[src/rtl/maxnet_controller.sv]
// MaxNet controller: sequences memory load, X-register seeding and the
// PU feedback loop of the 4-lane MaxNet datapath. It stops when the
// datapath reports convergence (finish) or when the iteration limit is hit.
module maxnet_controller #(
  parameter int PU_LATENCY = 2,
  parameter int MAX_ITER   = 255,
  parameter int ITER_W     = 8
) (
  input  logic              clk,
  input  logic              rst,
  input  logic              start,
  input  logic              finish,
  output logic              sel,
  output logic              ld_memory,
  output logic              ld_reg,
  output logic              busy,
  output logic              done,
  output logic              timeout,
  output logic [ITER_W-1:0] iter_count
);

  typedef enum logic [2:0] {
    S_IDLE   = 3'd0,
    S_LOAD   = 3'd1,
    S_INIT   = 3'd2,
    S_WAIT   = 3'd3,
    S_CHECK  = 3'd4,
    S_UPDATE = 3'd5,
    S_DONE   = 3'd6,
    S_FAIL   = 3'd7
  } state_t;

  // PU_LATENCY is at most 15, so four bits cover every wait count.
  localparam logic [3:0]        WAIT_LAST = 4'(PU_LATENCY - 1);
  localparam logic [ITER_W-1:0] ITER_MAX  = ITER_W'(MAX_ITER);

  state_t            state_q, state_d;
  logic [3:0]        wait_cnt_q, wait_cnt_d;
  logic [ITER_W-1:0] iter_q, iter_d;

  // State and counter registers with synchronous reset.
  always_ff @(posedge clk) begin
    if (rst) begin
      state_q    <= S_IDLE;
      wait_cnt_q <= '0;
      iter_q     <= '0;
    end else begin
      state_q    <= state_d;
      wait_cnt_q <= wait_cnt_d;
      iter_q     <= iter_d;
    end
  end

  // Next-state and counter update logic.
  always_comb begin
    state_d    = state_q;
    wait_cnt_d = wait_cnt_q;
    iter_d     = iter_q;
    case (state_q)
      S_IDLE: begin
        if (start) state_d = S_LOAD;
      end
      S_LOAD: begin
        // Clearing on the way into INIT means the INIT cycle already shows
        // a count of 0 for the new run. INIT clears again below.
        iter_d     = '0;
        wait_cnt_d = '0;
        state_d    = S_INIT;
      end
      S_INIT: begin
        iter_d     = '0;
        wait_cnt_d = '0;
        state_d    = S_WAIT;
      end
      S_WAIT: begin
        if (wait_cnt_q == WAIT_LAST) begin
          wait_cnt_d = '0;
          state_d    = S_CHECK;
        end else begin
          wait_cnt_d = wait_cnt_q + 4'd1;
        end
      end
      S_CHECK: begin
        // Convergence wins over the limit check on the same cycle.
        if (finish)                 state_d = S_DONE;
        else if (iter_q == ITER_MAX) state_d = S_FAIL;
        else                        state_d = S_UPDATE;
      end
      S_UPDATE: begin
        // UPDATE is only reached below the limit. Saturation keeps the
        // counter from wrapping even if that ever changes.
        if (iter_q != ITER_MAX) iter_d = iter_q + 1'b1;
        state_d = S_WAIT;
      end
      S_DONE, S_FAIL: begin
        if (start) state_d = S_LOAD;
      end
      default: begin
        state_d = S_IDLE;
      end
    endcase
  end

  // Moore output decode from the state register only.
  always_comb begin
    sel       = 1'b0;
    ld_memory = 1'b0;
    ld_reg    = 1'b0;
    busy      = 1'b0;
    done      = 1'b0;
    timeout   = 1'b0;
    case (state_q)
      S_LOAD: begin
        ld_memory = 1'b1;
        busy      = 1'b1;
      end
      S_INIT: begin
        sel    = 1'b1;
        ld_reg = 1'b1;
        busy   = 1'b1;
      end
      S_WAIT, S_CHECK: begin
        busy = 1'b1;
      end
      S_UPDATE: begin
        ld_reg = 1'b1;
        busy   = 1'b1;
      end
      S_DONE:  done    = 1'b1;
      S_FAIL:  timeout = 1'b1;
      default: begin
      end
    endcase
  end

  assign iter_count = iter_q;

endmodule
[config.mk]
export PLATFORM = sky130hd
export DESIGN_NAME = maxnet_controller
export DESIGN_NICKNAME = d
export VERILOG_FILES = /design/src/rtl/maxnet_controller.sv
export SDC_FILE = /design/constraint.sdc
export NUM_CORES = 1
export LEC_CHECK = 0
export BUFFER_PORTS_ARGS = -buffer_cell sky130_fd_sc_hd__buf_2
export CAP_MARGIN = 20
export CORE_ASPECT_RATIO = 1.25
export CORE_MARGIN = 8
export CORE_UTILIZATION = 54
export DETAILED_ROUTE_END_ITERATION = 10
export PLACE_DENSITY = 0.81
export SLEW_MARGIN = 10
export SYNTH_ARGS = -nofsm -noshare
export SYNTH_HDL_FRONTEND = slang
export SYNTH_SLANG_ARGS = --single-unit
[constraint.sdc]
create_clock -name clk -period 1.75 [get_ports clk]
set_input_delay 0.2625 -clock clk [delete_from_list [all_inputs] [get_ports clk]]
set_output_delay 0.2625 -clock clk [all_outputs]
set_load 0.1 [all_outputs]
**Word level (Yosys, flattened, before mapping)**

Cells that the tools add are included.

- Flip-flop bits (word level): 15
- Input bits: 4
- Output and inout port bits: 14

- Add/subtract/negate cells: 2
- Equality and inequality tests: 13
- Multiplexer cells: 15
- Reduce and logical (&&, ||, !) cells: 9

Operators by type and width:

| operator | number |
|---|---|
| $pmux W8 S2 | 1 |
| $pmux W3 S5 | 1 |
| $eq A3 B3 Y1 const B | 4 |
| $add A8 B1 Y8 const B | 1 |
| $eq A8 B8 Y1 const B | 1 |
| $mux W8 | 1 |
| $ne A8 B8 Y1 const B | 1 |
| $pmux W4 S2 | 1 |
| $eq A3 B2 Y1 const B | 2 |
| $mux W1 | 6 |
| $mux W3 | 2 |
| $reduce_or A5 Y1 | 1 |
| $add A4 B1 Y4 const B | 1 |
| $eq A4 B1 Y1 const B | 1 |
| $mux W2 | 2 |
| $mux W4 | 1 |
| $ne A2 B2 Y1 const B | 2 |
| $reduce_and A2 Y1 | 2 |
| $reduce_bool A2 Y1 | 2 |
| $reduce_or A2 Y1 | 2 |
| $eq A3 B1 Y1 const B | 1 |
| $logic_not A3 Y1 | 1 |
| $reduce_or A3 Y1 | 1 |
| $ne A2 B1 Y1 const B | 1 |

**Longest topological paths before layout**

Gate-level depths: netlist of run 1.

- Word-level depth: 4
- Depth in mapped cells: 6
- Gate-level depth less buffers: 5

**Least setup slack after synthesis of run 1**

OpenSTA, ideal clock, no wires.

- Path type: register to output
- Start: register state_q[0]
- End: output port ld_reg
- Data arrival time: 3.440 ns
- Data required time: 1.487 ns
- Path slack: -1.953 ns
- Cell stages (with the launch flop): 4
- Cell sequence: dfxtp_1 > buf_6 > nor3b_1 > a21o_1

- Word-level cells in the longest chain between the ends: 3
- Elaborated cells on any way between the ends: 4
- Classes of those cells: 2 x eq/ne; 1 x mux; 1 x reduce/logical

RTL lines:

| what | RTL line | text |
|---|---|---|
| from (decl) | 37 | `state_t state_q, state_d;` |
| from (signal assigned) | 48 | `state_q <= state_d;` |
| $eq A3 B3 Y1 or $eq A3 B2 Y1 (tied branches) | 112 | `case (state_q)` |
| $reduce_or A2 Y1 (no source line) * | n/a |  |
| $mux W1 * | 112 |  |
| to (decl) | 15 | `output logic ld_reg,` |

Mark *: on every way between the ends. The rest lies on a longest branch, timed or not.

**Worst setup path in the final report of run 1**

- Start: register state_q[2]
- End: output port ld_reg

Same word-level chain as after synthesis.

==> results.cfg, run 1 <==
[clocking]
cts.htree.levels = 1
clockRootBuffer = clkbuf_4
clock_tree.buffer_depth = 2
clkTransAtPathRegs_ps = 100
worst_skew_pair.late_latency_ps = 300
cts_buffers = 3
cts_sinks = 15
cts_tree = built

[pwr]
p_leak_nw = 0.522
p_per_area_nw_per_um2 = 683
ir_worst_vdd_v = 0.000521

[placed_design]
gp_congestion = 0.873
dp_hpwl_um = 2040
portBuffers = 17
place_area_um2 = 1270

[yosys]
synthFlopType = dfxtp_1
yosys_warnings = 0
synth_top_cell_area_share_pct = 29.6
yosysSeqAreaShare_pct = 29.6
synth_largest_area_cell = dfxtp_1
avgSynthCellArea_um2 = 8.31
synth_edf_count = 0
synth_most_common_cell = dfxtp_1
synth.distinct_cells = 45
yosys-top-cells-count = dfxtp_1 (15), a21oi_1 (8), nor2b_1 (7)
synth_seq_cells = 15
netlist_area_um2 = 1010
synthArstFlopShare_pct = 0
syn_inst = 122
synth_nets = 129
synthTopCellsByArea = dfxtp_1 (30%), nor2b_1 (4.3%), a21oi_1 (4.0%)

[detailed_routing]
wl_per_cell_um = 17.1
drc = 0
vias_per_cell = 6.52
first_iter_violations = 41
wl_um = 2780
num_vias = 1056
drt-pass1-iter-count = 4
ant_nets = 0

[flow_run]
drv_cap = 0

[worst_hold_path]
min_from = finish
whs_path_depth = 3
hp-class = primary input to register

[worst_setup_path]
reg2reg_from = wait_cnt_q[0]$_SDFFE_PP0P_
r2r.worst_path.cells = 4
r2r_slack_ps = 150
worst-path-buf-inv = 2
crit_type = register to primary output
cp-end-kind = primary output
cp_top_family = flip-flops
worstPathCellList = buf_4 -> nor3b_4 -> a21o_2 -> buf_12
cp-startpoint = state_q[2]$_SDFFE_PP0P_
cp.depth = 4
critPathMaxFanout = 8
startpoint_type = register
cp_data_arrival_time_ps = 1450
crit_slowest_cell = dfxtp_4
required_ps = 1490
critPathMaxStageDelay_ps = 380

[sta]
min_period_ps = 1710
fmax_ghz = 0.584
tightest_slew_ps = 488
hold-worst-slack_ps = 299
timing.slew.headroom_pct = 67.7
finalCritPeriodShare_pct = 97.8
timing.clock.skew_ps = 6.32
finalHoldViolCount = 0
setup_viol_count_final = 0
slew_viol_final = 0

[die]
core_area_um2 = 1770
die_area_um2 = 3530
start_util_pct = 57.4
io_pins = 18
die_w_um = 54.8
dieHeight_um = 64.4
row_count = 17

[global_routing]
grt_overflow = 0
track_usage_pct = 16.2
first_global_vias = 981
grt_max_degree = 16
grt_pass1_wl_um = 4460
antenna_found_initial = 0

[layout]
fillCellCount = 120
fin_nets = 151
diodes = 0
areaGrowthSynthToFinish_pct = 30.7
finalInstanceArea_um2 = 1330
drive_gt1_share_pct = 36.4

[status]
run_status = completed
-- cell type report --
| cell class | instances | area [µm²] | area share [%] |
|---|---|---|---|
| multi-input combinational | 90 | 674 | 50.9 |
| sequential | 15 | 319 | 24.1 |
| timing repair buffer | 28 | 258 | 19.5 |
| tap | 19 | 23.8 | 1.79 |
| clock buffer | 3 | 22.5 | 1.70 |
| inverter | 6 | 22.5 | 1.70 |
| clock inverter | 1 | 5.00 | 0.378 |
-- path summary, 6_finish.rpt --
path,to
worst min register to register,state_q[0]$_SDFFE_PP0P_
worst min-delay path,state_q[1]$_SDFFE_PP0P_
worst max-delay path,ld_reg
worst max register to register,state_q[2]$_SDFFE_PP0P_
-- registers in the layout, indices dropped and copies added, names as in the netlist --
signal,cells
wait_cnt_q,4
state_q,3
iter_count,8
-- cell families after synthesis --
logic type               after synthesis  share of synthesized area (%)
AO/OA/AOI/OAI                         37                           24.4
XOR/XNOR                               1                          0.864
flip-flops                            15                           29.6
multiplexers                           3                           2.96
buffers and inverters                 17                           9.50
AND/OR/NAND/NOR                       46                           28.9
adder cells (fa/ha/maj)                3                           3.70
-- power breakdown --
| group | internal (W) | switching, W |
|---|---|---|
| Combinational | 0.000121 | 0.000206 |
| Clock | 0.0000854 | 0.000132 |
| Sequential | 0.000348 | 0.0000132 |
| Total | 0.000554 | 0.000351 |
-- layout by cell type (no fill, tap or decap), types with 2 or more instances in the layout --
cell and n:
nand3_1 5, clkbuf_4 3, nor2b_1 7, a21oi_1 7, and3b_1 2, nand4_1 4
buf_2 11, o21bai_1 3, nor3_4 3, a211oi_1 5, a31oi_1 4, o21ai_0 5
nor4_1 2, dfxtp_2 9, nand4b_1 2, buf_4 11, ha_1 3, mux2i_1 3
dfxtp_1 4, inv_1 6, dfxtp_4 2, o211ai_1 2, nand2_1 2, nor3_1 3
o31ai_1 2, nor2_1 4, buf_12 6
-- routing by layer --
metal / routed length, µm / share of wire [%] / global-route usage, %
met1: 1150 / 41 / 17.3
met2: 1430 / 52 / 27.6
met3: 144 / 5.2 / 4.57
met4: 52 / 1.9 / 7.41
met5: 0 / 0 / 0
-- metrics by stage --
stage / setup WS [ps] / setup TNS (ps) / utilization [%] / total power (W) / std cells
after global routing: -2.48 / -2.48 / 75.1 / 0.000932 / 162
after CTS: 19.7 / 0 / 73.8 / 0.000895 / 160
after global placement: 266 / 0 / 72.1 / 0.000680 / 156
after floorplan: -323 / -323 / - / 0.000592 / 122
final: 38.2 / 0 / 75.1 / 0.000905 / 162
after detailed placement: 186 / 0 / 72.1 / 0.000689 / 156
-- tightest hold or removal path: cells and delay by family --
family / cells / cell delay (ps)
buffers and inverters: 1 / 90
AO/OA/AOI/OAI: 2 / 190
-- what timing repair did --
action / in CTS / in global routing
pin swaps: 0 / 1
setup buffers: 0 / 2
setup endpoints to repair: 2 / 1
gates resized for setup: 2 / 3
hold buffers: 0 / 0
Note: power is estimated with default switching activity, not from simulation.
==> run 2: changes to the inputs <==
--- a/config.mk
+++ b/config.mk
@@ -9,9 +9,11 @@
 export CAP_MARGIN = 20
 export CORE_ASPECT_RATIO = 1.25
 export CORE_MARGIN = 8
-export CORE_UTILIZATION = 54
+export CORE_UTILIZATION = 57
+export CTS_BUF_LIST = sky130_fd_sc_hd__clkbuf_2 sky130_fd_sc_hd__clkbuf_4 sky130_fd_sc_hd__clkbuf_8
+export CTS_CLUSTER_SIZE = 24
 export DETAILED_ROUTE_END_ITERATION = 10
-export PLACE_DENSITY = 0.81
+export PLACE_DENSITY = 0.85
 export SLEW_MARGIN = 10
 export SYNTH_ARGS = -nofsm -noshare
 export SYNTH_HDL_FRONTEND = slang
==> constraint.sdc (replaced) <==
create_clock -name clk -period 1.88 [get_ports clk]
set_input_delay 0.282 -clock clk [delete_from_list [all_inputs] [get_ports clk]]
set_output_delay 0.282 -clock clk [all_outputs]
set_load 0.1 [all_outputs]
==> run 2 against run 1 <==
Count of clock-buffer cells in the layout is 1 higher. Sequential share of layout area is 0.059 points higher. Sequential cell count unchanged. Via count is 5.6% lower. Total power fell by 9.3%. Clock power shrank 8%. First-iteration DRC count fell by 27%. Critical endpoint is now busy.
==> results.cfg, run 2 (same netlist as run 1, synthesis figures left out) <==
[clocking]
cts_sinks = 15
clkTransAtPathRegs_ps = 90
clock_tree.buffer_depth = 2
cts_setup_buffers = 0
worst_skew_pair.late_latency_ps = 280
cts_buffers = 3
cts_tree = built
cts.htree.levels = 1
clockRootBuffer = clkbuf_4

[die]
core_area_um2 = 1720
die_area_um2 = 3390
dieHeight_um = 63.1
start_util_pct = 58.8
row_count = 17
die_w_um = 53.7
io_pins = 18

[sta]
finalCritPeriodShare_pct = 92.2
tns_ps = 0
timing.clock.skew_ps = 2.33
timing.slew.headroom_pct = 67.6
slew_viol_final = 0
setup_viol_count_final = 0
min_period_ps = 1730
rsz0062_at_grt = no
finalHoldViolCount = 0
fmax_ghz = 0.577
tightest_slew_ps = 490

[placed_design]
dp.cells = 152
dp_hpwl_um = 1870
gp_congestion = 0.871
portBuffers = 17

[detailed_routing]
drt-pass1-iter-count = 4
ant_nets = 0
drc = 0
vias_per_cell = 6.39
wl_um = 2430
wl_per_cell_um = 15.6
num_vias = 997
first_iter_violations = 30

[global_routing]
grt_overflow = 0
grt_pass1_wl_um = 4060
first_global_vias = 964
grt_max_degree = 16
track_usage_pct = 14.8
antenna_found_initial = 0

[pwr]
p_leak_nw = 0.488
ir_worst_vdd_v = 0.000664
p_per_area_nw_per_um2 = 647

[worst_hold_path]
hp-class = primary input to register
min_from = finish
whs_path_depth = 3
holdPathEnd = state_q[1]$_SDFFE_PP0P_

[worst_setup_path]
critPathMaxStageDelay_ps = 390
cp_top_family = flip-flops
r2r_slack_ps = 200
r2r.worst_path.cells = 4
reg2reg_from = wait_cnt_q[0]$_SDFFE_PP0P_
r2r-end = state_q[2]$_SDFFE_PP0P_
cp_data_arrival_time_ps = 1450
worst-path-buf-inv = 2
cp-end-kind = primary output
worstPathCellList = buf_4 -> nor3_1 -> a21oi_4 -> buf_12
critPathMaxFanout = 11
crit_type = register to primary output
crit_slowest_cell = dfxtp_1
startpoint_type = register
required_ps = 1600

[layout]
fillCellCount = 125
final_cell_mix = buf_2 (11), dfxtp_1 (10), nor2b_1 (7), a21oi_1 (7)
fin_nets = 145
areaGrowthSynthToFinish_pct = 25.3
largest_reg_flops = 8
final_common_cell = buf_2
diodes = 0
fin_cells = 156
drive_gt1_share_pct = 29.2

[flow_run]
drv_cap = 0

[status]
run_status = completed
## run 2: changes by cell type in the layout (fill, tap and decap cells not counted), sizes merged
| cell | before | now |
|---|---|---|
| buf | 28 | 22 |
| clkbuf | 3 | 4 |
| clkinv | 1 | 0 |
## run 2: worst register-to-register path, cell delays in order (launching register included)
cell	delay, ps
dfxtp_1	420
ha_1	160
or3b_1	440
or4_1	440
a21oi_1	150
## run 2: report_power, final
part | total (W) | switching [W] | internal [W]
clock network | 0.000200 | 0.000103 | 0.0000966
registers | 0.000341 | 0.0000158 | 0.000325
logic | 0.000281 | 0.000181 | 0.000100
## run 2: per-layer routing
metal	vias up	wire, µm	GRT usage (%)
met5	-	0	0
met4	0	15	6.01
met3	2	139	3.76
met2	30	1270	25.6
met1	471	1000	15.9
li1	494	-	-
## run 2: what timing repair did
item / 4_1_cts / 5_1_grt
endpoints found under the setup margin: 0 / 4
gates resized for setup: 0 / 1
hold buffers: 0 / 0
## run 2: metrics by stage
stage / power [W] / cell area, µm² / util (%) / hold WS [ps] / setup WS, ps
3_5_place_dp: 0.000628 / 1240 / 71.9 / 513 / 253
3_3_place_gp: 0.000622 / 1240 / 71.9 / 497 / 326
4_1_cts: 0.000825 / 1270 / 73.6 / 284 / 46.1
6_report: 0.000822 / 1270 / 73.7 / 297 / 147
5_1_grt: 0.000857 / 1270 / 73.7 / 299 / 74.4
2_1_floorplan: 0.000551 / 1080 / - / 440 / -212
## run 2: worst max path at each step
stage,startpoint,end,slack (ps),cells past startpoint
detailed placement,wait_cnt_q[0]$_SDFFE_PP0P_,state_q[2]$_SDFFE_PP0P_,250,4
finish,state_q[2]$_SDFFE_PP0P_,busy,150,4
floorplan,state_q[1]$_SDFFE_PP0P_,ld_reg,-210,3
global placement,wait_cnt_q[0]$_SDFFE_PP0P_,state_q[2]$_SDFFE_PP0P_,330,4
CTS,state_q[1]$_SDFFE_PP0P_,busy,50,4
global route,state_q[2]$_SDFFE_PP0P_,ld_reg,70,4
## run 2: final cells by class
cell class                 count  area, µm²  area share (%)
multi-input combinational     90        674            53.1
sequential                    15        307            24.1
timing repair buffer          22        213            16.7
clock buffer                   4       30.0            2.36
tap                           19       23.8            1.87
inverter                       6       22.5            1.77
==> run 3: changes to the inputs <==
--- a/config.mk
+++ b/config.mk
@@ -7,7 +7,7 @@
 export LEC_CHECK = 0
 export BUFFER_PORTS_ARGS = -buffer_cell sky130_fd_sc_hd__buf_2
 export CAP_MARGIN = 20
-export CORE_ASPECT_RATIO = 1.25
+export CORE_ASPECT_RATIO = 0.8
 export CORE_MARGIN = 8
 export CORE_UTILIZATION = 57
 export CTS_BUF_LIST = sky130_fd_sc_hd__clkbuf_2 sky130_fd_sc_hd__clkbuf_4 sky130_fd_sc_hd__clkbuf_8
==> run 3 against run 2 <==
Via count increased by 0.50%. Non-clock buffer count unchanged. Utilization increased by 3.8 points. First-iteration DRC count increased by 130%. Critical path depth unchanged. Combinational power about the same. Count of clock-buffer cells in the layout unchanged. Register-to-register slack improved by 30 ps. Critical endpoint unchanged. Cell area increased by 0.30%. Highest routed layer unchanged. Worst setup slack got worse by 21 ps. Largest power group unchanged.
==> results.cfg, run 3 (same netlist as run 1, synthesis figures left out) <==
[die]
dieHeight_um = 53.7
row_count = 13
die_w_um = 63.1
io_pins = 18
core_area_um2 = 1640
die_area_um2 = 3390
start_util_pct = 61.7

[sta]
slew_viol_final = 0
tns_ps = 0
timing.clock.skew_ps = 7.02
finalHoldViolCount = 0
finalCritPeriodShare_pct = 93.3
setup_viol_count_final = 0
min_period_ps = 1750
timing.slew.headroom_pct = 67.3
fmax_ghz = 0.570
tightest_slew_ps = 494
setup_slack_ps = 126
rsz0062_at_grt = no

[global_routing]
grt_pass1_wl_um = 3970
grt_max_degree = 16
first_global_vias = 873
grt_overflow = 0
track_usage_pct = 14.3
antenna_found_initial = 0

[clocking]
cts_tree = built
clockRootBuffer = clkbuf_4
clock_tree.buffer_depth = 2
cts.htree.levels = 1
clkTransAtPathRegs_ps = 90
cts_sinks = 15
worst_skew_pair.late_latency_ps = 280
cts_buffers = 3

[detailed_routing]
first_iter_violations = 68
wl_um = 2380
drc = 0
drt-pass1-iter-count = 4
vias_per_cell = 6.30
wl_per_cell_um = 14.9
ant_nets = 0
num_vias = 1002

[worst_setup_path]
startpoint_type = register
critPathMaxFanout = 12
r2r-end = state_q[2]$_SDFFE_PP0P_
r2r.worst_path.cells = 4
required_ps = 1600
cp_data_arrival_time_ps = 1470
cp-end-kind = primary output
r2r_slack_ps = 230
crit_type = register to primary output
reg2reg_from = wait_cnt_q[0]$_SDFFE_PP0P_

[layout]
fin_nets = 145
final_common_cell = buf_2
largest_reg_flops = 8
drive_gt1_share_pct = 29.2
fillCellCount = 105
final_cell_mix = buf_2 (11), dfxtp_1 (10), nor2b_1 (7), a21oi_1 (7)
areaGrowthSynthToFinish_pct = 25.7
finalInstanceArea_um2 = 1270
diodes = 0

[worst_hold_path]
min_from = finish
whs_path_depth = 3
hp-class = primary input to register
holdPathEnd = state_q[1]$_SDFFE_PP0P_

[pwr]
ir_worst_vdd_v = 0.000536
p_per_area_nw_per_um2 = 642
p_leak_nw = 0.488

[placed_design]
place_area_um2 = 1240
gp_congestion = 0.926
pre_cts_ws_ps = 255
dp_hpwl_um = 1780
portBuffers = 17

[flow_run]
drv_cap = 0

[status]
run_status = completed
## run 3: per-stage QoR
stage,util [%],instances,hold WS (ps),total power [W]
6_report,77.5,159,280,0.000818
5_1_grt,77.5,159,281,0.000854
4_1_cts,77.5,159,273,0.000824
3_5_place_dp,75.6,155,513,0.000629
3_3_place_gp,75.6,155,504,0.000621
2_1_floorplan,-,122,440,0.000551
## run 3: worst max-delay path, cell delays in order, from the launching register on
cell and delay (ps):
dfxtp_1 520, buf_4 250, nor3_1 90, a21oi_4 140, buf_12 190
## run 3: where the power goes
group          leakage (nW)  switching [W]  internal (W)
logic                 0.346       0.000183      0.000100
registers             0.124      0.0000150      0.000324
clock network        0.0184      0.0000987     0.0000969
## run 3: worst max-delay path by stage
stage,startpoint,endpoint,cells after the start
floorplan,state_q[1]$_SDFFE_PP0P_,ld_reg,3
global placement,wait_cnt_q[0]$_SDFFE_PP0P_,state_q[2]$_SDFFE_PP0P_,4
detailed placement,wait_cnt_q[0]$_SDFFE_PP0P_,state_q[2]$_SDFFE_PP0P_,4
CTS,state_q[2]$_SDFFE_PP0P_,done,3
global route,state_q[1]$_SDFFE_PP0P_,busy,4
finish,state_q[1]$_SDFFE_PP0P_,busy,4
## run 3: layout make-up
class,instances,area (µm²),area share [%]
timing repair buffer,22,213,16.7
sequential,15,307,24.1
multi-input combinational,90,674,52.9
inverter,6,22.5,1.77
tap,22,27.5,2.16
clock buffer,4,30.0,2.36
## run 3: routing by layer
metal,global-route usage (%),share of wire [%],wire length [µm],vias up
li1,-,-,-,496
met1,18.5,47,1110,452
met2,22.2,44,1060,49
met3,5.18,7.9,188,5
met4,3.40,0.97,23,0
met5,0,0,0,-
## run 3: repair_timing
action / 4_1_cts / 5_1_grt
hold buffers: 0 / 0
endpoints found under the setup margin: 0 / 3
gates resized for setup: 0 / 1
setup buffers: 0 / 0
